`src/rtl/demux3_pkg.sv`:
```
// demux3_pkg: shared widths, select encodings and FIFO state type for the 3-way demux
package demux3_pkg;
  localparam int WIDTH = 32;
  localparam int DEPTH = 2;
  localparam logic [1:0] SEL_Y0  = 2'd0;
  localparam logic [1:0] SEL_Y1  = 2'd1;
  localparam logic [1:0] SEL_Y2  = 2'd2;
  localparam logic [1:0] SEL_BAD = 2'd3;
  typedef enum logic [1:0] {ST_EMPTY = 2'd0, ST_ONE = 2'd1, ST_FULL = 2'd2} fifo_state_e;
endpackage

```
`src/rtl/demux_fifo2.sv`:
```
// demux_fifo2: two-entry valid/ready FIFO; full ignores a same-cycle pop so push acceptance never depends on the consumer
module demux_fifo2
  import demux3_pkg::*;
#(
  parameter int WIDTH = demux3_pkg::WIDTH,
  parameter int DEPTH = demux3_pkg::DEPTH
) (
  input  logic             clk,
  input  logic             rst_n,
  input  logic             push,
  input  logic [WIDTH-1:0] push_data,
  output logic             full,
  output logic [WIDTH-1:0] data,
  output logic             valid,
  input  logic             ready
);
  localparam int AW = $clog2(DEPTH);
  fifo_state_e state, state_nxt;
  logic [WIDTH-1:0] mem [DEPTH];
  logic [AW-1:0] wr_ptr, rd_ptr;
  logic do_push, do_pop;
  assign full    = state == ST_FULL;
  assign valid   = state != ST_EMPTY;
  assign data    = valid ? mem[rd_ptr] : '0;
  assign do_push = push & ~full;
  assign do_pop  = valid & ready;
  always_comb begin
    state_nxt = state;
    state_nxt = (do_push && !do_pop) ? ((state == ST_EMPTY) ? ST_ONE : ST_FULL) :
                (do_pop && !do_push) ? ((state == ST_FULL) ? ST_ONE : ST_EMPTY) : state;
  end
  always_ff @(posedge clk or negedge rst_n) begin
    if (!rst_n) state <= ST_EMPTY;
    else state <= state_nxt;
  end
  always_ff @(posedge clk or negedge rst_n) begin
    if (!rst_n) begin
      mem    <= '{default: '0};
      wr_ptr <= '0;
      rd_ptr <= '0;
    end else begin
      if (do_push) begin
        mem[wr_ptr] <= push_data;
        wr_ptr      <= wr_ptr + 1'b1;
      end
      if (do_pop) rd_ptr <= rd_ptr + 1'b1;
    end
  end
endmodule

```
`src/rtl/demux3_32_buf.sv`:
```
// demux3_32_buf: routes each input word to one of three buffered output ports by in_sel; in_sel = 3 words are dropped and counted
module demux3_32_buf
  import demux3_pkg::*;
#(
  parameter int WIDTH = demux3_pkg::WIDTH,
  parameter int DEPTH = demux3_pkg::DEPTH
) (
  input  logic             clk,
  input  logic             rst_n,
  input  logic [WIDTH-1:0] in_data,
  input  logic [1:0]       in_sel,
  input  logic             in_valid,
  output logic             in_ready,
  output logic [WIDTH-1:0] y0_data,
  output logic [WIDTH-1:0] y1_data,
  output logic [WIDTH-1:0] y2_data,
  output logic             y0_valid,
  output logic             y1_valid,
  output logic             y2_valid,
  input  logic             y0_ready,
  input  logic             y1_ready,
  input  logic             y2_ready,
  output logic [7:0]       drop_cnt
);
  logic [3:0] full;
  logic [2:0] push, valid, ready;
  logic [WIDTH-1:0] data [3];
  logic accept;
  assign full[3]  = 1'b0;
  assign in_ready = rst_n & ~full[in_sel];
  assign accept   = in_valid & in_ready;
  assign push     = {in_sel == SEL_Y2, in_sel == SEL_Y1, in_sel == SEL_Y0} & {3{accept}};
  assign ready    = {y2_ready, y1_ready, y0_ready};
  assign {y2_valid, y1_valid, y0_valid} = valid;
  assign y0_data  = data[0];
  assign y1_data  = data[1];
  assign y2_data  = data[2];
  for (genvar i = 0; i < 3; i++) begin : g_port
    demux_fifo2 #(.WIDTH(WIDTH), .DEPTH(DEPTH)) u_fifo (
      .clk      (clk),
      .rst_n    (rst_n),
      .push     (push[i]),
      .push_data(in_data),
      .full     (full[i]),
      .data     (data[i]),
      .valid    (valid[i]),
      .ready    (ready[i])
    );
  end
  always_ff @(posedge clk or negedge rst_n) begin
    if (!rst_n) drop_cnt <= '0;
    else if (accept && in_sel == SEL_BAD && drop_cnt != 8'hff) drop_cnt <= drop_cnt + 8'd1;
  end
endmodule

```
`config.mk`:
```
export PLATFORM = sky130hd
export DESIGN_NAME = demux3_32_buf
export DESIGN_NICKNAME = d
export VERILOG_FILES = /design/src/rtl/demux3_pkg.sv /design/src/rtl/demux_fifo2.sv /design/src/rtl/demux3_32_buf.sv
export SDC_FILE = /design/constraint.sdc
export NUM_CORES = 1
export LEC_CHECK = 0
export CORE_MARGIN = 2
export CORE_UTILIZATION = 50
export CTS_BUF_LIST = sky130_fd_sc_hd__clkbuf_8
export DETAILED_ROUTE_END_ITERATION = 12
export PLACE_DENSITY_LB_ADDON = 0.25
export SYNTH_ARGS = -nofsm -noshare
export SYNTH_HDL_FRONTEND = slang
export SYNTH_HIERARCHICAL = 1
export SYNTH_SLANG_ARGS = --single-unit
```
`constraint.sdc`:
```
create_clock -name clk -period 4.65 [get_ports clk]
set_input_delay 0.93 -clock clk [delete_from_list [all_inputs] [get_ports clk]]
set_output_delay 0.93 -clock clk [all_outputs]
set_load 0.1 [all_outputs]
```
# ---- After elaboration in Yosys (flattened, before gate mapping)
# Cells that the tools add are included.
dict set report classes {
  reduce_logical 27
  n_mux 35
  n_eq_ne 7
  bitwise 19
  add_sub_neg 7
  magnitude_cmp 10
}
# operator n
set ops {}
lappend ops {{two-way mux 32 bit} 15}
lappend ops {{bitwise mux 64 bit} 3}
lappend ops {{demux 32 bit (select 1 bit)} 3}
lappend ops {{two-way mux 2 bit} 9}
lappend ops {{greater-or-equal comparator 2 bit (second input constant)} 6}
lappend ops {{NOT 1 -> 2 bit} 6}
lappend ops {{nonzero test 2 bit} 6}
lappend ops {{logical AND 1 bit} 11}
lappend ops {{== test 2 bit (second input constant)} 5}
lappend ops {{adder 8 x 1 -> 8 bit (second input constant)} 1}
lappend ops {{bitwise AND 1 bit} 8}
lappend ops {{zero test 2 bit} 4}
lappend ops {{inequality test 8 bit (second input constant)} 1}
lappend ops {{adder 1 bit (second input constant)} 6}
lappend ops {{zero test 1 bit} 6}
lappend ops {{< comparator 2 x 1 -> 1 bit (second input constant)} 3}
lappend ops {{two-way mux 1 bit} 4}
lappend ops {{NOT 1 bit} 4}
lappend ops {{bitwise AND 3 bit} 1}
lappend ops {{< comparator 2 x 3 -> 1 bit (second input constant)} 1}
lappend ops {{binary-select mux 1 bit (select 2 bit)} 1}
lappend ops {{== test 2 x 1 -> 1 bit (second input constant)} 1}
dict set report word_totals {
  word_cells 121
  reg_bits 212
  out_inout_bits 108
  input_bits 40
}

# ---- Logic depth before layout (Yosys ltp)
# Gate-level depths: netlist of run 1.
dict set report depth {
  word_depth 12
  depth_mapped 10
  depth_no_buf 9
}

# ---- Modules after synthesis
# Netlist of run 1, hierarchy kept.
# module area_per_inst_um2 cells_per_inst instances
set modules_own_cells {}
lappend modules_own_cells {demux_fifo2 3161.8 228 3}
lappend modules_own_cells {demux3_32_buf 491.7 46 1}

# ---- Worst setup path after synthesis of run 1
# Ideal clock, no wire load.
dict set report synth_timing {
  path_kind {register to output}
  from {register g_port[0].u_fifo.rd_ptr}
  to {output port y0_data[0]}
  arrival_ns 2.186
  path_slack_ns 1.534
  path_buffers 2
  required_time_ns 3.720
  stages_incl_launch_ff 5
  path_cell_list {dfrtp_1 -> clkbuf_1 -> buf_2 -> mux2i_1 -> nor2_1}
}
dict set report synth_between {
  elab_chain_cells 5
}
# item line
set synth_rtl {}
lappend synth_rtl {{start, declared} demux_fifo2.sv:20} ;# logic [AW-1:0] wr_ptr, rd_ptr;
lappend synth_rtl {{start signal, assigned} demux_fifo2.sv:46} ;# if (do_pop) rd_ptr <= rd_ptr + 1'b1;
lappend synth_rtl {{NOT 1 -> 2 bit (implied by the code)} demux_fifo2.sv:24} ;# assign data = valid ? mem[rd_ptr] : '0;
lappend synth_rtl {{two-way mux 32 bit (implied by the code) (3 in a row)} demux_fifo2.sv:24}
lappend synth_rtl {{two-way mux 32 bit} demux_fifo2.sv:24}
lappend synth_rtl {{end, declared} demux3_32_buf.sv:14} ;# output logic [WIDTH-1:0] y0_data,
# No other way between the ends. The select of a mux whose other input is x is not followed.

# ---- Worst setup path after layout of run 1
dict set report layout_timing {
  from {register g_port[1].u_fifo.rd_ptr}
  to {output port y1_data[13]}
}
dict set report layout_between {
  elab_chain_cells 5
}
# item line
set layout_rtl {}
lappend layout_rtl {{start, declared} demux_fifo2.sv:20}
lappend layout_rtl {{start signal, assigned} demux_fifo2.sv:46}
lappend layout_rtl {{NOT 1 -> 2 bit (implied by the code)} demux_fifo2.sv:24}
lappend layout_rtl {{two-way mux 32 bit (implied by the code) (3 in a row)} demux_fifo2.sv:24}
lappend layout_rtl {{two-way mux 32 bit} demux_fifo2.sv:24}
lappend layout_rtl {{end, declared} demux3_32_buf.sv:15} ;# output logic [WIDTH-1:0] y1_data,
# No other way between the ends. The select of a mux whose other input is x is not followed.

==> results of run 1 <==
metrics by stage:
stage	instances	hold slack, ns	power (uW)	util	setup WS (ns)
6_report	1177	0.244	8450	0.632	0.504
5_1_grt	1177	0.229	8910	0.632	0.422
4_1_cts	1177	0.219	8530	0.632	0.472
3_5_place_dp	1114	0.476	6770	0.593	0.946
3_3_place_gp	1114	0.467	6610	0.593	1.00
2_1_floorplan	730	0.457	5940	-	1.53
power groups by stage:
stage          clock network, uW  registers [uW]  logic (uW)
6_report                    1730            3380        3350
5_1_grt                     1860            3500        3550
4_1_cts                     1770            3390        3380
3_5_place_dp                   0            3410        3360
3_3_place_gp                   0            3330        3280
2_1_floorplan                  0            3210        2730
cells by family after synthesis:
group,Yosys count
mux,297
flops,212
simple gates,139
buf+inv,55
compound gates,17
xor+xnor,9
fa+ha+maj,1
layout make-up:
class                   instances  area [um2]
inverters                      13        48.8
well taps                     265         332
multi-input cells             463        4340
clock inverters                15         100
fillers                      1513        7180
repair buffers                161        1550
flip-flops and latches        212        5310
clock buffers                  48         661
layout by cell type, fill, tap and decap left out, types with 4 or more instances in the layout:
| master | netlist | final |
|---|---|---|
| mux2_1 | 13 | 13 |
| a21oi_1 | 6 | 6 |
| mux2i_1 | 101 | 101 |
| inv_1 | 9 | 15 |
| dfrtp_1 | 212 | 209 |
| nand2_1 | 13 | 13 |
| o21ai_0 | 4 | 4 |
| clkdlybuf4s50_1 | 0 | 125 |
| mux2_4 | 60 | 60 |
| inv_2 | 4 | 4 |
| mux2_2 | 123 | 123 |
| xnor2_1 | 9 | 9 |
| buf_4 | 0 | 33 |
| clkinv_2 | 0 | 5 |
| nor2_1 | 100 | 97 |
| clkbuf_8 | 0 | 49 |
final timing paths:
path	endpoint	cells past startpoint	from	slack, ns
worst max-delay path	y1_data[13]	4	g_port[1].u_fifo/rd_ptr$_DFFE_PN0P_	0.50
worst min-delay path	drop_cnt[5]$_DFFE_PN0P_	1	rst_n	0.24
worst max register to register	g_port[0].u_fifo/mem[12]$_DFFE_PN0P_	9	g_port[2].u_fifo/state[0]$_DFFE_PN0P_	1.86
worst min register to register	g_port[2].u_fifo/mem[34]$_DFFE_PN0P_	1	g_port[2].u_fifo/mem[34]$_DFFE_PN0P_	0.49
max in group asynchronous	g_port[1].u_fifo/rd_ptr$_DFFE_PN0P_	3	rst_n	2.37
min in group clk	g_port[2].u_fifo/mem[34]$_DFFE_PN0P_	1	g_port[2].u_fifo/mem[34]$_DFFE_PN0P_	0.49
flip-flops by register name, indices dropped and copies added (netlist names):
name,count
g_port.u_fifo/mem,192
drop_cnt,8
g_port.u_fifo/state,6
g_port.u_fifo/rd_ptr,3
g_port.u_fifo/wr_ptr,3
worst reg2reg max path: stages (launching register included):
cell	delay (ns)
dfrtp_1	0.46
nand2b_4	0.18
inv_2	0.06
mux2i_1	0.16
o211ai_2	0.12
nor4b_1	0.34
buf_4	0.21
and3_2	0.51
buf_12	0.24
mux2_2	0.37
per-layer routing:
| metal | up-vias | wire, um |
|---|---|---|
| met1 | 3277 | 10200 |
| li1 | 2856 | - |
| met3 | 34 | 1220 |
| met2 | 170 | 11000 |
| met4 | 0 | 444 |
| met5 | - | 0 |
==> run metrics, run 1 <==
Die W=145 um; Critical Path Slowest Stage Cell=clkdlybuf4s50_1; CP Capture Type=primary output; Die Y=145 um; Critical Path Source Type=flip-flop; row count=51; CP bufs+invs=2; dominant synthesized flop cell=dfrtp_1; met3 Use GR=0.0418; CP max FO=23; most common cell in the netlist=dfrtp_1; Worst EP arrival=3.22 ns; Vias=6337; Lkg Pwr=0.00553 uW; Period Utilization, post-route=0.892; Synth top cells by count=dfrtp_1, mux2_2, mux2i_1, nor2_1, mux2_4; register bit total from synthesis=212; fraction of layout cells with a size suffix above 1=0.330; Internal=5210 uW; clock transition at the registers of the reported paths=0.06 ns; Synth cell types=33; met1 GRT Util=0.301; Final nets=928; grt total ovfl=0; routed wire length=22900 um; Yosys top cell area share=0.532; min Tclk post-route=4.15 ns; gpl congestion=0.749; Clock Skews=0.0233 ns; Port Buffers=147; Cell Chain, Critical Path=buf_4 -> mux2i_1 -> nor2_1 -> clkdlybuf4s50_1; Synth Warn #=6; Post-CTS Resized=0; initial antenna violation count=0; Simple-Gate Fraction of Synth Area=0.0677; remaining antenna violation count=0; core region area=19500 um2; most used routing layer=met2; synthesized area=9980 um2; Synth async-reset ratio=1.00; die area=21100 um2; post-synthesis sequential area ratio=0.532; Layout area overhead=23.7%; Final setup viols=0; Cells after Synth=730; postcts setup bufs=0; DR DRC count=0; Final HPWL DP=15000 um; Initial Util=0.511; Clock Latency Late Sink=0.53 ns; num ports=148; main combinational cell family by area after synthesis=multiplexers; Root Buffer=clkbuf_8; grt met2 use=0.365; xor-xnor portion of the synthesized cell area=0.00790; Pwr per Cell Area=685 nW/um2; Max Cap Violations=0; status=complete, no violations; Post-CTS Hold Buffers=0; Top delay family on crit path=buffers and inverters; Area after DPL=11600 um2; Rel. slew slack=0.330; vias per inst=5.38; f_max=0.241 GHz; power share of the combinational group=0.396; Max Transition Viols Final=0; CTS tree=yes; post-synthesis compound-gate area fraction=0.0105; Net Sw Frac=0.383; Final Hold Fails=0; measured slew at the worst slew-check pin=1.00 ns; Initial DRC Count=292; Synth Area per Inst=13.7 um2; hold crit path type=input pin to asynchronous set/reset pin; critical path class=flip-flop to primary output; Synth area leaders=dfrtp_1, mux2_2, mux2i_1; cell taking the most area after synthesis=dfrtp_1; pin count of the biggest net entering global routing=77; Post-Synth Adder-Cell Area=0.00125; CTS Buf Count=36; syn_nets=771; Post-synth EDFFs=0; Net Switching=3240 uW; 1st-pass router iterations=4; WL per Instance=19.4 um; first-pass GRT wire length=37700 um; vias in the first global route=6982; post-route setup TNS=0 ns; sequential share of power=0.400; RSZ-0062 raised after global routing=false; GRT Util Overall=0.222; cell area after layout=12300 um2; VDD IR-drop max=0.000385 V; Clock Power Share=0.204; fraction of synthesized area in multiplexers=0.345; slowest cell delay on critical path=1.16 ns; H-tree levels=2; n_diodes=0; Required @ worst endpoint=3.72 ns; maximum clock insertion buffer count=3; CTS sink count=212
Power figures use the tool's default switching activity.
==> run 2: changes to the inputs <==
--- a/config.mk
+++ b/config.mk
@@ -5,6 +5,7 @@
 export SDC_FILE = /design/constraint.sdc
 export NUM_CORES = 1
 export LEC_CHECK = 0
+export CORE_ASPECT_RATIO = 1.1
 export CORE_MARGIN = 2
 export CORE_UTILIZATION = 50
 export CTS_BUF_LIST = sky130_fd_sc_hd__clkbuf_8
==> run 2 against run 1 <==
  * Final area decreased by 0.30%
  * Total power shrank 0.99%
  * Maximum frequency grew 2.5%
  * Count of clock-buffer cells in the layout down 5
  * Sequential share of layout area is 0.13 points higher
  * Sequential power about the same
  * Clock power fell by 6%
  * Critical path depth unchanged
  * Clock skew shrank 0.0042 ns
  * Worst setup slack better by 0.10 ns
  * Routed wire length grew 1.4%
  * Core utilization down 0.84 points
  * Critical path type unchanged
  * Largest power group unchanged
==> run metrics, run 2 (synthesis gave the netlist of run 1 again) <==
Layout area overhead=23.4%; gpl congestion=0.789 (+5.4%); vias per inst=5.37 (-0.27%); Root Buffer=clkbuf_8; Die Y=152 um (+4.7%); Cell Chain, Critical Path=buf_4 -> mux2i_1 -> nor2_1 -> clkdlybuf4s50_1; Max Cap Violations=0 (unchanged); first-pass GRT wire length=37700 um (+0.11%); critical path class=flip-flop to primary output; Port Buffers=147 (unchanged); measured slew at the worst slew-check pin=1.05 ns (+0.0535 ns); core region area=19700 um2 (+1.0%); Clock Skews=0.0191 ns (-0.00416 ns); r2r setup slk=1.83 ns (-0.03 ns); uppermost layer routed=met4; DR DRC count=0 (unchanged); clock transition at the registers of the reported paths=0.06 ns (about the same); Final nets=930 (+0.22%); Final HPWL DP=15100 um (+0.75%); num ports=148 (unchanged); routed wire length=23200 um (+1.4%); postcts setup bufs=0 (unchanged); VDD IR-drop max=0.000353 V (-8.2%); Largest regs=g_port.u_fifo/mem: 192 flops, drop_cnt: 8 flops, g_port.u_fifo/state: 6 flops; hold_ws=0.440 ns (+0.197 ns); CP max FO=23 (unchanged); Net Switching=3230 uW (-0.24%); Top delay family on crit path=buffers and inverters; Net Sw Frac=0.386 (+0.00292); Critical Path Slowest Stage Cell=clkdlybuf4s50_1; RSZ-0062 raised after global routing=false; Internal=5140 uW (-1.5%); CP Capture Type=primary output; Lkg Pwr=0.00553 uW (about the same); power share of the combinational group=0.399 (+0.003); maximum clock insertion buffer count=3 (unchanged); status=complete, no violations; CTS tree=yes; remaining antenna violation count=0 (unchanged); Clock Latency Late Sink=0.51 ns (-0.02 ns); Final Hold Fails=0 (unchanged); n_diodes=0 (unchanged); Die W=139 um (-4.5%); initial antenna violation count=0 (unchanged); Initial DRC Count=332 (+14%); WL met2=12000 um (+8.7%); commonest non-fill, non-tap cells in the layout=dfrtp_1, clkdlybuf4s50_1, mux2_2, mux2i_1, nor2_1; R2R Path Start=g_port[0].u_fifo/state[0]$_DFFE_PN0P_; Top reg by flops=g_port.u_fifo/mem; Clock Power Share=0.194 (-0.010); Vias=6266 (-1.1%); Final setup viols=0 (unchanged); Max Transition Viols Final=0 (unchanged); Total Power=8370 uW (-0.99%); commonest non-fill, non-tap cell in the layout=dfrtp_1; CTS Buf Count=36 (unchanged); Pwr per Cell Area=680 nW/um2 (-0.69%); CP bufs+invs=2 (unchanged); Post-CTS Hold Buffers=0 (unchanged); pin count of the biggest net entering global routing=77 (unchanged); met1 WL=9870 um (-3.0%); worst r2r dst=g_port[0].u_fifo/mem[8]$_DFFE_PN0P_; Post-CTS Resized=0 (unchanged); post-route setup TNS=0 ns (unchanged); hold crit path type=input pin to asynchronous set/reset pin; fraction of layout cells with a size suffix above 1=0.320 (-0.00983); Required @ worst endpoint=3.72 ns (about the same); Cells after DPL=1103 (-0.99%); number of flip-flops in the largest register=192 (unchanged); CTS sink count=212 (unchanged); WL per Instance=19.9 um (+2.3%); Initial Util=0.506 (-0.00525); sequential share of power=0.407 (+0.007); H-tree levels=2 (unchanged); min Tclk post-route=4.04 ns (-0.101 ns); vias in the first global route=6945 (-0.53%); slowest cell delay on critical path=1.15 ns (about the same); 1st-pass router iterations=4 (unchanged); f_max=0.247 GHz (+2.5%); GRT Util Overall=0.222 (+0.000281); Final Non-Filler Cells=1167 (-0.85%); grt total ovfl=0 (unchanged); met3 routed WL=942 um (-22%); die area=21100 um2 (about the same); Worst EP arrival=3.11 ns (-0.11 ns); depth of the worst register-to-register path=9 (unchanged); row count=54 (+5.9%); Period Utilization, post-route=0.870 (-0.0217); Rel. slew slack=0.295 (-0.0358); Critical Path Source Type=flip-flop
run 2: cell types whose count changed in the layout (fill, tap and decap cells not counted), sizes merged:
| cell | previous run | this run |
|---|---|---|
| buf | 35 | 32 |
| clkbuf | 49 | 44 |
| clkdlybuf4s50 | 125 | 130 |
| clkinv | 5 | 6 |
| clkinvlp | 3 | 2 |
| inv | 19 | 25 |
run 2: per-layer routing:
layer | up-vias | GRT usage
met5 | - | 0
met4 | 0 | 0.0592
met3 | 24 | 0.0443
met2 | 142 | 0.392
met1 | 3240 | 0.282
li1 | 2860 | -
run 2: how the worst max path moves through the flow:
stage,from,end,slack [ns],cells past startpoint
floorplan,g_port[0].u_fifo/rd_ptr$_DFFE_PN0P_,y0_data[0],1.53,4
global route,g_port[2].u_fifo/rd_ptr$_DFFE_PN0P_,y2_data[31],0.43,4
global placement,in_sel[1],g_port[0].u_fifo/mem[9]$_DFFE_PN0P_,0.88,8
finish,g_port[2].u_fifo/rd_ptr$_DFFE_PN0P_,y2_data[22],0.61,4
detailed placement,in_sel[1],g_port[0].u_fifo/mem[4]$_DFFE_PN0P_,0.84,8
CTS,g_port[2].u_fifo/rd_ptr$_DFFE_PN0P_,y2_data[31],0.53,4
run 2: power groups by stage:
stage	logic, uW	registers, uW	clock network (uW)
after floorplan	2730	3210	0
final	3340	3410	1620
after detailed placement	3350	3430	0
after CTS	3370	3410	1670
after global placement	3280	3350	0
after global routing	3540	3530	1760
run 2: final cells by class:
cell class | instances | area (um2)
inverter | 13 | 48.8
multi-input combinational | 463 | 4340
timing repair buffer | 163 | 1580
fill | 1504 | 7420
tap | 252 | 315
sequential | 212 | 5310
clock buffer | 43 | 592
clock inverter | 21 | 120
run 2: worst register-to-register path: stages, from the launching register on:
cell and delay [ns]:
dfrtp_1 0.47, nand2b_4 0.19, inv_2 0.05, mux2i_1 0.16, o211ai_2 0.13, nor4b_1 0.43
buf_4 0.22, and3_2 0.44, buf_12 0.24, mux2_2 0.37
run 2: stage by stage:
stage,util,instance area (um2),setup slack [ns]
after global routing,0.624,12300,0.433
after floorplan,-,9980,1.53
final,0.624,12300,0.605
after global placement,0.588,11600,0.878
after detailed placement,0.588,11600,0.843
after CTS,0.624,12300,0.535
